--- config.mk ---
export PLATFORM = sky130hd
export DESIGN_NAME = pwr_seq_arb
export DESIGN_NICKNAME = d
export VERILOG_FILES = /design/src/rtl/pwr_seq_arb.sv
export SDC_FILE = /design/constraint.sdc
export NUM_CORES = 1
export LEC_CHECK = 0
export ABC_AREA = 1
export BUFFER_PORTS_ARGS = -buffer_cell sky130_fd_sc_hd__buf_2
export CORE_MARGIN = 2
export CORE_UTILIZATION = 60
export DETAILED_ROUTE_END_ITERATION = 8
export PLACE_DENSITY = 0.85
export SYNTH_ARGS = -nofsm -noshare
export SYNTH_HDL_FRONTEND = slang
export SYNTH_SLANG_ARGS = --single-unit
--- constraint.sdc ---
create_clock -name pclk -period 5.1 [get_ports pclk]
set_input_delay 0.51 -clock pclk [delete_from_list [all_inputs] [get_ports pclk]]
set_output_delay 0.51 -clock pclk [all_outputs]
set_load 0.005 [all_outputs]
--- src/rtl/pwr_seq_arb.sv ---
// Power-shut-off transition scheduler: grants one domain at a time a sleep or
// wake transition, round-robin, with a completion timeout and a guard gap.
module pwr_seq_arb #(
  parameter int NUM_DOM = 4,
  parameter int GAP_CYC = 8,
  parameter int TO_CYC  = 256,
  parameter int CNT_W   = 9,
  localparam int IDX_W  = $clog2(NUM_DOM)
) (
  input  logic               pclk,
  input  logic               prst,
  input  logic [NUM_DOM-1:0] sw_req,
  input  logic [NUM_DOM-1:0] dom_pwr_on,
  input  logic [NUM_DOM-1:0] dom_clr_status,
  input  logic [NUM_DOM-1:0] err_clr,
  output logic [NUM_DOM-1:0] l1_req,
  output logic [NUM_DOM-1:0] dom_off,
  output logic               busy,
  output logic [IDX_W-1:0]   grant_idx,
  output logic               done_pulse,
  output logic [NUM_DOM-1:0] err_timeout
);

  typedef enum logic [1:0] {IDLE, SLEEP_WAIT, WAKE_WAIT, GAP} state_t;

  localparam logic [CNT_W-1:0] TO_LAST  = CNT_W'(TO_CYC - 1);
  localparam logic [CNT_W-1:0] GAP_LAST = (GAP_CYC == 0) ? '0 : CNT_W'(GAP_CYC - 1);
  localparam state_t           POST     = (GAP_CYC == 0) ? IDLE : GAP;

  state_t             state_q, state_d;
  logic [CNT_W-1:0]   cnt_q, cnt_d;
  logic [NUM_DOM-1:0] l1_q, l1_d, off_q, off_d, err_q, err_d;
  logic [IDX_W-1:0]   grant_q, grant_d, rr_q, rr_d;
  logic               done_q, done_d;

  logic [NUM_DOM-1:0] pending;
  logic [IDX_W:0]     probe;
  logic [IDX_W-1:0]   sel;
  logic               found;
  logic               complete;

  always_ff @(posedge pclk) begin
    if (prst) begin
      state_q <= IDLE;
      cnt_q   <= '0;
      l1_q    <= '0;
      off_q   <= '0;
      err_q   <= '0;
      grant_q <= '0;
      rr_q    <= '0;
      done_q  <= 1'b0;
    end else begin
      state_q <= state_d;
      cnt_q   <= cnt_d;
      l1_q    <= l1_d;
      off_q   <= off_d;
      err_q   <= err_d;
      grant_q <= grant_d;
      rr_q    <= rr_d;
      done_q  <= done_d;
    end
  end

  always_comb begin
    state_d  = state_q;
    cnt_d    = cnt_q;
    l1_d     = l1_q;
    off_d    = off_q;
    err_d    = err_q & ~err_clr;
    grant_d  = grant_q;
    rr_d     = rr_q;
    done_d   = 1'b0;
    pending  = (sw_req ^ l1_q) & ~err_q;
    probe    = '0;
    sel      = '0;
    found    = 1'b0;
    complete = 1'b0;

    case (state_q)
      IDLE: begin
        // First pending domain at or above rr_q, wrapping modulo NUM_DOM
        for (int k = 0; k < NUM_DOM; k++) begin
          probe = {1'b0, rr_q} + (IDX_W+1)'(k);
          if (probe >= (IDX_W+1)'(NUM_DOM))
            probe = probe - (IDX_W+1)'(NUM_DOM);
          if (!found && pending[probe[IDX_W-1:0]]) begin
            found = 1'b1;
            sel   = probe[IDX_W-1:0];
          end
        end
        if (found) begin
          grant_d   = sel;
          l1_d[sel] = sw_req[sel];
          rr_d      = (sel == IDX_W'(NUM_DOM - 1)) ? '0 : sel + IDX_W'(1);
          cnt_d     = '0;
          state_d   = sw_req[sel] ? SLEEP_WAIT : WAKE_WAIT;
        end
      end
      SLEEP_WAIT, WAKE_WAIT: begin
        cnt_d    = cnt_q + CNT_W'(1);
        complete = (state_q == SLEEP_WAIT) ? ~dom_pwr_on[grant_q] : dom_clr_status[grant_q];
        // Completion is checked first so it beats a coincident timeout
        if (complete) begin
          off_d[grant_q] = (state_q == SLEEP_WAIT);
          done_d         = 1'b1;
          cnt_d          = '0;
          state_d        = POST;
        end else if (cnt_q == TO_LAST) begin
          err_d[grant_q] = 1'b1;
          cnt_d          = '0;
          state_d        = POST;
        end
      end
      GAP: begin
        cnt_d = cnt_q + CNT_W'(1);
        if (cnt_q == GAP_LAST) begin
          cnt_d   = '0;
          state_d = IDLE;
        end
      end
      default: state_d = IDLE;
    endcase
  end

  assign l1_req      = l1_q;
  assign dom_off     = off_q;
  assign err_timeout = err_q;
  assign grant_idx   = grant_q;
  assign done_pulse  = done_q;
  assign busy        = (state_q != IDLE);

endmodule
==> results_dict.tcl <==
set metrics [dict create \
    rows 20 \
    crit_required_ns 5.34 \
    num_antenna_cells 0 \
    nets 337 \
    io_buffer_count 33 \
    postSynth.asyncResetShare_pct 0 \
    clock_path_buffers 2 \
    netlist_area_um2 1938 \
    min_path_cells 3 \
    die_h_um 60.84 \
    crit_arrival_ns 2.54 \
    setup_slack_ns 2.800 \
    routed_wl_um 4100 \
    max_stage_delay_ns 0.38 \
    area_growth_pct 13.30 \
    grt_pass1_vias 1667 \
    layout_min_cycle_time_ns 2.300 \
    clk_pin_slew_ns 0.15 \
    syn_inst 272 \
    min_to "err_timeout[0]" \
    first_iter_violations 71 \
    final_util_pct 71.93 \
    core_um2 3053 \
    slew_viol_final 0 \
    regToRegSetupSlack_ns 2.80 \
    cts_resized 0 \
    ys_seq_elements 28 \
    vias_per_cell 5.302 \
    grtUsageTotal_pct 24.59 \
    p_total_mw 1.211 \
    rsz0062_at_grt "no" \
    synthTopCellsByCount "nand2_1 (49), inv_1 (47), dfxtp_1 (28), a21oi_1 (25), nand3_1 (19)" \
    vdd_drop_max_uv 240.8 \
    worstPathMaxFanout 7 \
    synthesis.nets 301 \
    fmax_mhz 434.8 \
    initial_core_util_pct 63.48 \
    post-cts-setup-buffers 0 \
    cp_cell_sequence "ha_1, inv_1, nor3_1, nand3_1, nor2_1, nand2_1, inv_1, ha_1, inv_1, nand2_1, nor2_1, o21ai_0, nand2_2, nand2_4, nor2_1" \
    fp.dieArea_um2 3701 \
    worstReg2RegEnd "cnt_q[7]" \
    synth.area.top_cells "dfxtp_1 (29%), nand2_1 (9.5%), inv_1 (9.1%)" \
    cts_buffers 3 \
    hold_path_class "in -> reg" \
    cts-root-buf "clkbuf_4" \
    power_density_nw_per_um2 551.5 \
    die_w_um 60.84 \
    reg2reg_depth 15 \
    synth.most_common_cell "nand2_1" \
    dr.pass1.iters 4 \
    fin_tns_setup_ns 0 \
    p_leak_nw 1.037 \
    ys_seq_area_share_pct 28.92 \
    setup_viol_count_final 0 \
    hold_start "err_clr[0]" \
    cts_tree "built" \
    cp_slowest_cell "dfxtp_1" \
    stdcell_count 351 \
    synth_cell_types 37 \
    drtAntennaViolNets 0 \
    synth_area_leader_cell "dfxtp_1" \
    ys.warnings.count 0 \
    hold_buffers 0 \
    place_congestion 0.8539 \
    r2r-start "cnt_q[0]" \
    critPathCaptureType "flop" \
    vias 1861 \
    drive_above_1_share_pct 23.45 \
    pre_cts_ws_ns 2.709 \
    critPathLaunch "cnt_q[0]" \
    clock-sinks 28 \
    pin_count 34 \
    worst_pin_slew_ns 0.4099 \
    h-tree-depth 1 \
    place_hpwl_um 3279 \
    startpoint_type "flop" \
    yosysTopAreaCellShare_pct 28.92 \
    skew_ns 0.01599 \
    finalCritPeriodShare_pct 45.10 \
    synth_edf_count 0 \
    finalHoldViolations 0 \
    dp.cells 347 \
    worstSetupPathType "reg -> reg" \
    grt_max_degree 17 \
    ys.flop_type "dfxtp_1" \
    avgSynthCellArea_um2 7.125 \
    wire_per_inst_um 11.68 \
    outcome "finished clean" \
    maxCapViolations 0 \
    grt_pass1_wl_um 7010 \
    antenna_found_initial 0 \
    clock_latency_ns 0.32 \
    drc 0 \
    grt.overflow.total 0 \
    relSlewSlack_pct 72.64 \
]
worst max-delay path, delay by kind of cell, from the launching register on:
family                   cells  cell delay (ns)
buffers and inverters        3             0.17
AND/OR/NAND/NOR              9             1.02
AO/OA/AOI/OAI                1             0.28
flip-flops                   1             0.38
adder cells (fa/ha/maj)      2             0.34
placed cells by master, fill, tap and decap left out, types with 4 or more instances in the layout:
cell type,count
nand2_2,7
ha_1,11
nor3_1,4
buf_2,33
a21oi_1,25
dfxtp_1,28
nand4_1,12
nand3_1,19
nor3_2,4
o21ai_0,11
nand3_2,4
nand2_1,49
nor2_1,16
inv_1,47
o211ai_1,4
or2_2,4
state kept, by name, summed over array words and instances (netlist names):
signal       cells
cnt_q            9
dom_off          4
err_timeout      4
l1_req           4
grant_idx        2
rr_q             2
state_q          2
done_pulse       1
area by class of cell:
class / instances / area, µm²
multi-input cells: 191 / 1164
inverters: 51 / 198.9
flip-flops and latches: 28 / 560.5
repair buffers: 33 / 165.2
well taps: 44 / 55.05
fillers: 282 / 857.1
clock inverters: 1 / 30.03
clock buffers: 3 / 22.52
cell families (layout without fill, tap and decap cells):
kind of cell    after synthesis  after routing  synth area share (%)
buf+inv                      53             88                 11.04
flops                        28             28                 28.92
fa+ha+maj                    11             11                 7.101
compound gates               48             48                 14.46
xor+xnor                      2              2                 1.291
simple gates                130            130                 37.19
worst max path at each step:
stage	end	slack [ns]	cells past startpoint
detailed placement	l1_req[2]	2.71	17
global placement	l1_req[3]	2.75	17
global route	cnt_q[5]	2.52	15
CTS	cnt_q[7]	2.80	15
finish	cnt_q[7]	2.80	15
floorplan	l1_req[2]	3.02	16
where the power goes:
group / internal, mW / switching (mW) / total (mW)
clock network: 0.0794 / 0.0628 / 0.142
registers: 0.258 / 0.0449 / 0.303
logic: 0.262 / 0.504 / 0.765
total: 0.600 / 0.611 / 1.21
per-stage QoR:
stage / instance area, µm² / hold slack, ns
6_report: 2196 / 0.4367
5_1_grt: 2196 / 0.4307
4_1_cts: 2196 / 0.4288
3_5_place_dp: 2143 / 0.4659
3_3_place_gp: 2143 / 0.4568
2_1_floorplan: 1938 / 0.4565
routing by layer:
metal	share of wire [%]	up-vias	global-route usage [%]
met2	47	44	41.01
met4	0.71	0	7.453
met1	48	841	33.77
met5	0	-	0
li1	-	974	-
met3	4.6	2	2.345
(Power assumes the default switching activity.)
